File: src/rtl/regression_predictor.sv
// -----------------------------------------------------------------------------
// regression_predictor
// Evaluates a fitted linear model yhat = b0 + b1*x over a stream of (x, y)
// test samples. Each sample produces a prediction and a residual. The block
// also accumulates the saturated sum of squared residuals (SSE) over one run.
//
// Ports
//   clk, rst            clock (rising edge), asynchronous active-high reset
//   start               begin a run (sampled in IDLE only); latches b0/b1
//   b0, b1              intercept / slope, signed Q(W-FRAC).FRAC
//   in_valid, in_ready  sample handshake; a sample is taken when both are high
//   x, y, in_last       test input, observed output, final-sample marker
//   out_valid           one-cycle pulse per sample with yhat/resid
//   yhat, resid         prediction and y - yhat (saturated)
//   sse                 running saturated sum of squared residuals
//   count               samples emitted this run (saturating)
//   busy, done          run in progress / one-cycle completion pulse
// -----------------------------------------------------------------------------
module regression_predictor #(
    parameter int W    = 20,
    parameter int FRAC = 10,
    parameter int CNTW = 8
) (
    input  logic            clk,
    input  logic            rst,
    input  logic            start,
    input  logic [W-1:0]    b0,
    input  logic [W-1:0]    b1,
    input  logic            in_valid,
    output logic            in_ready,
    input  logic [W-1:0]    x,
    input  logic [W-1:0]    y,
    input  logic            in_last,
    output logic            out_valid,
    output logic [W-1:0]    yhat,
    output logic [W-1:0]    resid,
    output logic [W-1:0]    sse,
    output logic [CNTW-1:0] count,
    output logic            busy,
    output logic            done
);

    localparam int WW = 2 * W;

    typedef enum logic [1:0] {
        ST_IDLE  = 2'd0,
        ST_RUN   = 2'd1,
        ST_DRAIN = 2'd2,
        ST_DONE  = 2'd3
    } state_t;

    // Sign-extend a W-bit value to the double-width working precision.
    function automatic logic [WW-1:0] sext(input logic [W-1:0] v);
        sext = {{W{v[W-1]}}, v};
    endfunction

    // Clamp a double-width signed value into the signed W-bit range.
    function automatic logic [W-1:0] sat_w(input logic signed [WW-1:0] v);
        logic signed [WW-1:0] hi;
        logic signed [WW-1:0] lo;
        hi = {{(W+1){1'b0}}, {(W-1){1'b1}}};
        lo = {{(W+1){1'b1}}, {(W-1){1'b0}}};
        if (v > hi) begin
            sat_w = {1'b0, {(W-1){1'b1}}};
        end else if (v < lo) begin
            sat_w = {1'b1, {(W-1){1'b0}}};
        end else begin
            sat_w = v[W-1:0];
        end
    endfunction

    state_t               state_r;
    logic [W-1:0]         b0_r;
    logic [W-1:0]         b1_r;
    // Input capture stage: the multiplier works from registers, not pins.
    logic [W-1:0]         x0_r;
    logic [W-1:0]         y0_r;
    logic                 v0_r;
    logic                 last0_r;
    // Product stage.
    logic [W-1:0]         p1_r;
    logic [W-1:0]         y1_r;
    logic                 v1_r;
    logic                 last1_r;
    // Marks the out_valid pulse that carries the final sample of the run.
    logic                 last2_r;

    logic                 accept_s;
    logic                 start_s;
    logic                 final_s;
    logic signed [WW-1:0] prod_s;
    logic signed [WW-1:0] sum_s;
    logic signed [WW-1:0] diff_s;
    logic signed [WW-1:0] sq_prod_s;
    logic signed [WW-1:0] sse_sum_s;
    logic [W-1:0]         p_s;
    logic [W-1:0]         yhat_s;
    logic [W-1:0]         resid_s;
    logic [W-1:0]         sq_s;
    logic [W-1:0]         sse_next_s;

    assign accept_s = in_ready & in_valid;
    assign start_s  = (state_r == ST_IDLE) & start;
    // The final sample's square is being folded into sse on this edge.
    assign final_s  = out_valid & last2_r;

    // Datapath arithmetic; >>> floors, so negative products truncate toward -inf.
    always_comb begin
        prod_s     = $signed(sext(b1_r)) * $signed(sext(x0_r));
        p_s        = sat_w(prod_s >>> FRAC);
        sum_s      = $signed(sext(b0_r)) + $signed(sext(p1_r));
        yhat_s     = sat_w(sum_s);
        diff_s     = $signed(sext(y1_r)) - $signed(sext(yhat_s));
        resid_s    = sat_w(diff_s);
        sq_prod_s  = $signed(sext(resid)) * $signed(sext(resid));
        sq_s       = sat_w(sq_prod_s >>> FRAC);
        sse_sum_s  = $signed(sext(sse)) + $signed(sext(sq_s));
        sse_next_s = sat_w(sse_sum_s);
    end

    // Run control FSM with registered handshake and status outputs.
    always_ff @(posedge clk or posedge rst) begin
        if (rst) begin
            state_r  <= ST_IDLE;
            in_ready <= 1'b0;
            busy     <= 1'b0;
            done     <= 1'b0;
            b0_r     <= {W{1'b0}};
            b1_r     <= {W{1'b0}};
        end else begin
            case (state_r)
                ST_IDLE: begin
                    done <= 1'b0;
                    if (start) begin
                        b0_r     <= b0;
                        b1_r     <= b1;
                        in_ready <= 1'b1;
                        busy     <= 1'b1;
                        state_r  <= ST_RUN;
                    end
                end
                ST_RUN: begin
                    if (accept_s && in_last) begin
                        in_ready <= 1'b0;
                        state_r  <= ST_DRAIN;
                    end
                end
                ST_DRAIN: begin
                    if (final_s) begin
                        done    <= 1'b1;
                        state_r <= ST_DONE;
                    end
                end
                ST_DONE: begin
                    done    <= 1'b0;
                    busy    <= 1'b0;
                    state_r <= ST_IDLE;
                end
                default: begin
                    in_ready <= 1'b0;
                    busy     <= 1'b0;
                    done     <= 1'b0;
                    state_r  <= ST_IDLE;
                end
            endcase
        end
    end

    // Sample pipeline: capture, product, prediction/residual, SSE accumulate.
    always_ff @(posedge clk or posedge rst) begin
        if (rst) begin
            x0_r      <= {W{1'b0}};
            y0_r      <= {W{1'b0}};
            v0_r      <= 1'b0;
            last0_r   <= 1'b0;
            p1_r      <= {W{1'b0}};
            y1_r      <= {W{1'b0}};
            v1_r      <= 1'b0;
            last1_r   <= 1'b0;
            last2_r   <= 1'b0;
            out_valid <= 1'b0;
            yhat      <= {W{1'b0}};
            resid     <= {W{1'b0}};
            sse       <= {W{1'b0}};
            count     <= {CNTW{1'b0}};
        end else if (start_s) begin
            v0_r      <= 1'b0;
            last0_r   <= 1'b0;
            v1_r      <= 1'b0;
            last1_r   <= 1'b0;
            last2_r   <= 1'b0;
            out_valid <= 1'b0;
            yhat      <= {W{1'b0}};
            resid     <= {W{1'b0}};
            sse       <= {W{1'b0}};
            count     <= {CNTW{1'b0}};
        end else begin
            v0_r    <= accept_s;
            last0_r <= accept_s & in_last;
            if (accept_s) begin
                x0_r <= x;
                y0_r <= y;
            end
            v1_r    <= v0_r;
            last1_r <= v0_r & last0_r;
            if (v0_r) begin
                p1_r <= p_s;
                y1_r <= y0_r;
            end
            out_valid <= v1_r;
            last2_r   <= v1_r & last1_r;
            if (v1_r) begin
                yhat  <= yhat_s;
                resid <= resid_s;
                if (count != {CNTW{1'b1}}) begin
                    count <= count + {{(CNTW-1){1'b0}}, 1'b1};
                end
            end
            if (out_valid) begin
                sse <= sse_next_s;
            end
        end
    end

endmodule

File: config.mk
export PLATFORM = sky130hd
export DESIGN_NAME = regression_predictor
export DESIGN_NICKNAME = d
export VERILOG_FILES = /design/src/rtl/regression_predictor.sv
export SDC_FILE = /design/constraint.sdc
export NUM_CORES = 2
export LEC_CHECK = 0
export CORE_MARGIN = 8
export CORE_UTILIZATION = 50
export CTS_CLUSTER_SIZE = 14
export DETAILED_ROUTE_END_ITERATION = 16
export PLACE_DENSITY = 0.68
export RECOVER_POWER = 25
export SYNTH_ARGS = -nofsm -noshare
export SYNTH_HDL_FRONTEND = slang
export SYNTH_SLANG_ARGS = --single-unit
export TNS_END_PERCENT = 20
File: constraint.sdc
create_clock -name clk -period 18.3 [get_ports clk]
set_input_delay 3.66 -clock clk [delete_from_list [all_inputs] [get_ports clk]]
set_output_delay 3.66 -clock clk [all_outputs]
set_load 0.05 [all_outputs]
Yosys cells after proc, flatten, opt, wreduce, memory -nomap -nowiden
Cells that the tools add are included.
{"block": "totals", "regBits": 199, "inputBits": 85, "out_inout_bits": 72}
{"block": "op_classes", "addsub": 4, "mul": 2, "n_lt_le_gt_ge": 10, "n_eq_ne": 7, "n_mux": 35, "bitwise": 7, "reduce_logical": 17}
{"op": "20-bit two-way mux", "count": 16}
{"op": "20-bit by 20-bit multiplier with 40-bit output", "count": 2}
{"op": "21-bit by 20-bit greater-than comparator with 1-bit output (second input constant)", "count": 3}
{"op": "21-bit by 20-bit less-than comparator with 1-bit output (second input constant)", "count": 3}
{"op": "30-bit by 20-bit greater-than comparator with 1-bit output (second input constant)", "count": 2}
{"op": "30-bit by 20-bit less-than comparator with 1-bit output (second input constant)", "count": 2}
{"op": "20-bit by 20-bit adder with 21-bit output", "count": 2}
{"op": "8-bit two-way mux", "count": 3}
{"op": "20-bit by 20-bit subtractor with 21-bit output", "count": 1}
{"op": "2-bit AND reduction", "count": 6}
{"op": "2-bit nonzero test", "count": 6}
{"op": "1-bit two-way mux", "count": 9}
{"op": "8-bit by 1-bit adder with 8-bit output (second input constant)", "count": 1}
{"op": "8-bit != test (second input constant)", "count": 1}
{"op": "2-bit one-hot mux with 4 select lines", "count": 1}
{"op": "1-bit bitwise AND", "count": 6}
{"op": "2-bit two-way mux", "count": 3}
{"op": "2-bit != test (second input constant)", "count": 3}
{"op": "1-bit one-hot mux with 2 select lines", "count": 3}
{"op": "3-bit AND reduction", "count": 2}
{"op": "2-bit == test (second input constant)", "count": 2}
{"op": "2-bit by 1-bit == test with 1-bit output (second input constant)", "count": 1}
{"op": "2-bit zero test", "count": 1}
{"op": "2-bit OR reduction", "count": 1}
{"op": "other kinds (2)", "count": 2}

Logic depth before layout (Yosys ltp)
{"block": "depth", "ltp_word": 10, "depth_mapped": 44, "ltp_nobuf": 39}

Worst setup path after synthesis
No wires, ideal clock.
{"block": "synth_timing", "kind": "register -> register", "start": "reg resid[19]", "end": "reg sse[2]", "arrival_time_ps": 10408, "required_ps": 18174, "slack_ps": 7766, "stages_incl_launch_ff": 41, "synth_period_minus_slack_ps": 10534, "cell_sequence": "dfrtp_1 clkbuf_1 buf_1 nand2_1 fa_1 fa_1 fa_1 inv_1 fa_1 inv_1 fa_1 inv_1 fa_1 inv_1 fa_1 inv_1 ha_1 nand2_1 [5 not listed] and3_1 o21ai_0 o41ai_4 o21ai_0 ha_1 fa_1 nand3_1 a21oi_1 o21a_1 o21a_1 o21bai_1 a21oi_1 o31a_1 o31a_1 o211a_1 buf_2 buf_1 a221o_1"}
{"block": "synth_between", "elab_chain_cells": 10, "word_cells_on_any_way": 12, "cone_classes": "add/sub: 1; mul: 1; order compare: 4; mux: 6"}
{"item": "start, declared", "line": "36", "source": "output logic [W-1:0] resid,"}
{"item": "start signal, assigned", "line": "183", "source": "resid <= {W{1'b0}};"}
{"item": "start signal, assigned", "line": "194", "source": "resid <= {W{1'b0}};"}
{"item": "start signal, assigned", "line": "214", "source": "resid <= resid_s;"}
{"item": "20-bit by 20-bit multiplier with 40-bit output (*)", "line": "115", "source": "sq_prod_s = $signed(sext(resid)) * $signed(sext(resid));"}
{"item": "30-bit by 20-bit less-than comparator with 1-bit output", "line": "65", "source": "end else if (v < lo) begin"}
{"item": "20-bit two-way mux", "line": "65"}
{"item": "20-bit two-way mux (*)", "line": "63", "source": "if (v > hi) begin"}
{"item": "20-bit by 20-bit adder with 21-bit output (*)", "line": "117", "source": "sse_sum_s = $signed(sext(sse)) + $signed(sext(sq_s));"}
{"item": "21-bit by 20-bit less-than comparator with 1-bit output", "line": "65"}
{"item": "20-bit two-way mux", "line": "65"}
{"item": "20-bit two-way mux (*)", "line": "63"}
{"item": "20-bit two-way mux (*)", "line": "219", "source": "if (out_valid) begin"}
{"item": "20-bit two-way mux (*)", "line": "186", "source": "end else if (start_s) begin"}
{"item": "end signal, assigned", "line": "184", "source": "sse <= {W{1'b0}};"}
{"item": "end signal, assigned", "line": "195", "source": "sse <= {W{1'b0}};"}
{"item": "end signal, assigned", "line": "220", "source": "sse <= sse_next_s;"}
{"item": "end, declared", "line": "37", "source": "output logic [W-1:0] sse,"}
Mark *: on every way between the ends. The rest lies on a longest branch, timed or not. The select of a mux whose other input is x is not followed.
A chain may end at the register's enable or synchronous reset.

Worst setup path after layout
{"block": "layout_timing", "start": "reg resid[2]", "end": "reg sse[8]"}
Same word-level chain as after synthesis.

==> results.cfg <==
[run_status]
outcome = finished with violations
violations = max-capacitance violations, max-slew violations

[yosys]
synth_top_family_by_area = adder cells
netlist.area_leader.share = 0.407
synth_xor_area_frac = 0.0297
synth_cells = 4189
ys_types = 88
synthSimpleGateAreaFrac = 0.137
ys_ff_latch = 199
synthesis.area_sq_um = 39500
ys.flop_type = dfrtp_1
synthMuxAreaShare = 0.0179
synth_area_leaders = fa_1 (41%), dfrtp_1 (13%), ha_1 (8.9%)
synth-seq-area-share = 0.126
syn_avg_cell_area_sq_um = 9.44
synth_nets = 5358
yosysTopAreaCell = fa_1
synth_edf_count = 0
ys_warn_count = 0
synth_compound_area_frac = 0.0922
synth_fa_ha_area_frac = 0.496
async_flop_share = 1.00

[floorplanning]
die_area_sq_um = 88300
std_cell_rows = 103
core_sq_um = 78600
die_h_um = 297
die_w_um = 297
initial_utilization = 0.503
boundaryPins = 157

[sta]
fin_crit_sh = 0.657
rsz0062_at_grt = false
fin_crit_ns = 12.02
fin_ws_ns = 6.28
fmax_ghz = 0.0832
hold_viol = 0
worstMarginPinSlew_ns = 3.78
slew_headroom = -1.54
setup_viol = 0
fin_skew_ns = 0.0229
drv_slew = 250
holdWs_ns = 0.486
fin_setup_tns_ns = 0

[cells_and_area]
final_common_cell = inv_1
most-common-layout-cells = inv_1 (869), fa_1 (803), nand2_1 (554)
areaGrowthSynthToFinish_pct = 7.47
nets = 5373
layout-drive-gt1-share = 0.0408

[flow_run]
cap_viol_max_count = 4

[placement]
dpl_worst_slack_ns = 6.41
gp_congestion = 0.931
hpwlAfterDp_mm = 84.0
port_buffers = 156

[drt]
drcViolationCount = 0
vias = 28700
wl_mm = 104
wl_per_cell_um = 19.7
ant_nets = 0
drt_pass1_iterations = 6
via_per_inst = 5.44
drtIter0Drc = 1975

[critical_path]
critPathCaptureType = flip-flop
path_max_fanout = 25
regToRegSetupSlack_ns = 6.28
cp_common_cell = fa_1
crit_start = resid[2]$_DFFE_PP0P_
rr_startpoint = resid[2]$_DFFE_PP0P_
worst_ep_arrival_time_ns = 12.45
max_stage_delay_ns = 0.94
slowest_stage = dfrtp_1
reg2reg_depth = 35
crit_type = flip-flop to flip-flop
r2r-end = sse[8]$_DFFE_PP0P_
start_kind = flip-flop
crit_end = sse[8]$_DFFE_PP0P_
crit_required_ns = 18.74

[grt]
track_usage = 0.241
grt_pass1_vias = 30900
antenna_found_initial = 5
grt-ovfl-total = 0
grt_pass1_wl_mm = 170
grt_max_degree = 79

[clocking]
clock_latency_ns = 0.51
htreeDepth = 4
postCtsSetupBuffers = 0
cts.hold.buffers_added = 0
clock_path_buffers = 2
clock-root-buffer = clkbuf_16
postCtsResizedCells = 0
clkTransAtPathRegs_ns = 0.08
numCtsBuffers = 17
clock_sinks = 199
cts_tree = built

[worst_hold_path]
hold_class = flip-flop to flip-flop
-- sequential cells by signal, indices dropped and copies added (netlist names), 2 cells and up --
register,flops
yhat,20
p1_r,20
resid,20
sse,20
state_r,2
b1_r,20
y1_r,20
count,8
y0_r,20
b0_r,20
x0_r,20
-- cells in the mapped netlist, types with 16 or more instances --
master / instances
nor2_1: 109
nand2b_1: 41
and3_1: 18
o21a_1: 19
nor3_1: 34
xor2_1: 57
xnor2_1: 77
nand3_1: 36
and2_1: 240
ha_1: 281
nand2_1: 554
o211ai_1: 22
o21ai_1: 16
nor2b_1: 25
buf_2: 16
inv_1: 870
nand4_1: 21
o21ai_0: 100
a21o_1: 51
mux2_2: 60
clkbuf_1: 163
a221o_1: 33
fa_1: 803
dfrtp_1: 199
a21oi_1: 120
-- metrics by stage --
step | instance area (sq um) | util | instances
floorplan | 39500 | - | 4189
global placement | 41900 | 0.533 | 5235
detailed placement | 41900 | 0.533 | 5235
CTS | 42500 | 0.541 | 5266
global route | 42500 | 0.540 | 5266
finish | 42500 | 0.540 | 5268
-- worst max-delay path: cells and delay by family, from the launching register on --
kind | cells | cell delay [ns]
AND/OR/NAND/NOR | 7 | 1.41
AO/OA/AOI/OAI | 14 | 4.51
buffers and inverters | 5 | 0.46
adder cells (fa/ha/maj) | 9 | 4.61
flip-flops | 1 | 0.94
-- worst min-delay path by stage --
stage	start	to	slack, ns	depth (start not counted)
detailed placement	b1_r[13]$_DFFE_PP0P_	b1_r[13]$_DFFE_PP0P_	0.46	2
floorplan	y0_r[0]$_DFFE_PP0P_	y1_r[0]$_DFFE_PP0P_	0.45	2
global placement	b1_r[13]$_DFFE_PP0P_	b1_r[13]$_DFFE_PP0P_	0.46	2
CTS	b1_r[13]$_DFFE_PP0P_	b1_r[13]$_DFFE_PP0P_	0.49	2
finish	b1_r[10]$_DFFE_PP0P_	b1_r[10]$_DFFE_PP0P_	0.49	2
global route	last0_r$_DFF_PP0_	last1_r$_DFF_PP0_	0.50	1
-- cells by family after synthesis --
group,count (synthesis)
XOR/XNOR,134
multiplexers,63
AO/OA/AOI/OAI,516
AND/OR/NAND/NOR,1135
buffers and inverters,1058
flip-flops,199
adder cells (fa/ha/maj),1084
-- cell type report --
cell class                      instances  area, sq um
Fill cell                            7124        36100
Multi-Input combinational cell       2932        30500
Sequential cell                       199         4980
Inverter                              870         3270
Timing Repair Buffer                  184         1760
Tap cell                             1050         1310
Clock buffer                           18          439
Clock inverter                         13          183
Antenna cell                            2         5.00
-- per-layer routing --
layer  up-vias  track usage  share of wire
met3       152       0.0422          0.061
met1     14800        0.313           0.41
met2       815        0.411           0.50
met4         2       0.0690          0.026
li1      12900            -              -
met5         -            0        0.00011
Power is left out: the tool's default activity adds up to more than one toggle a clock period on the data nets, which glitch-free logic cannot reach.
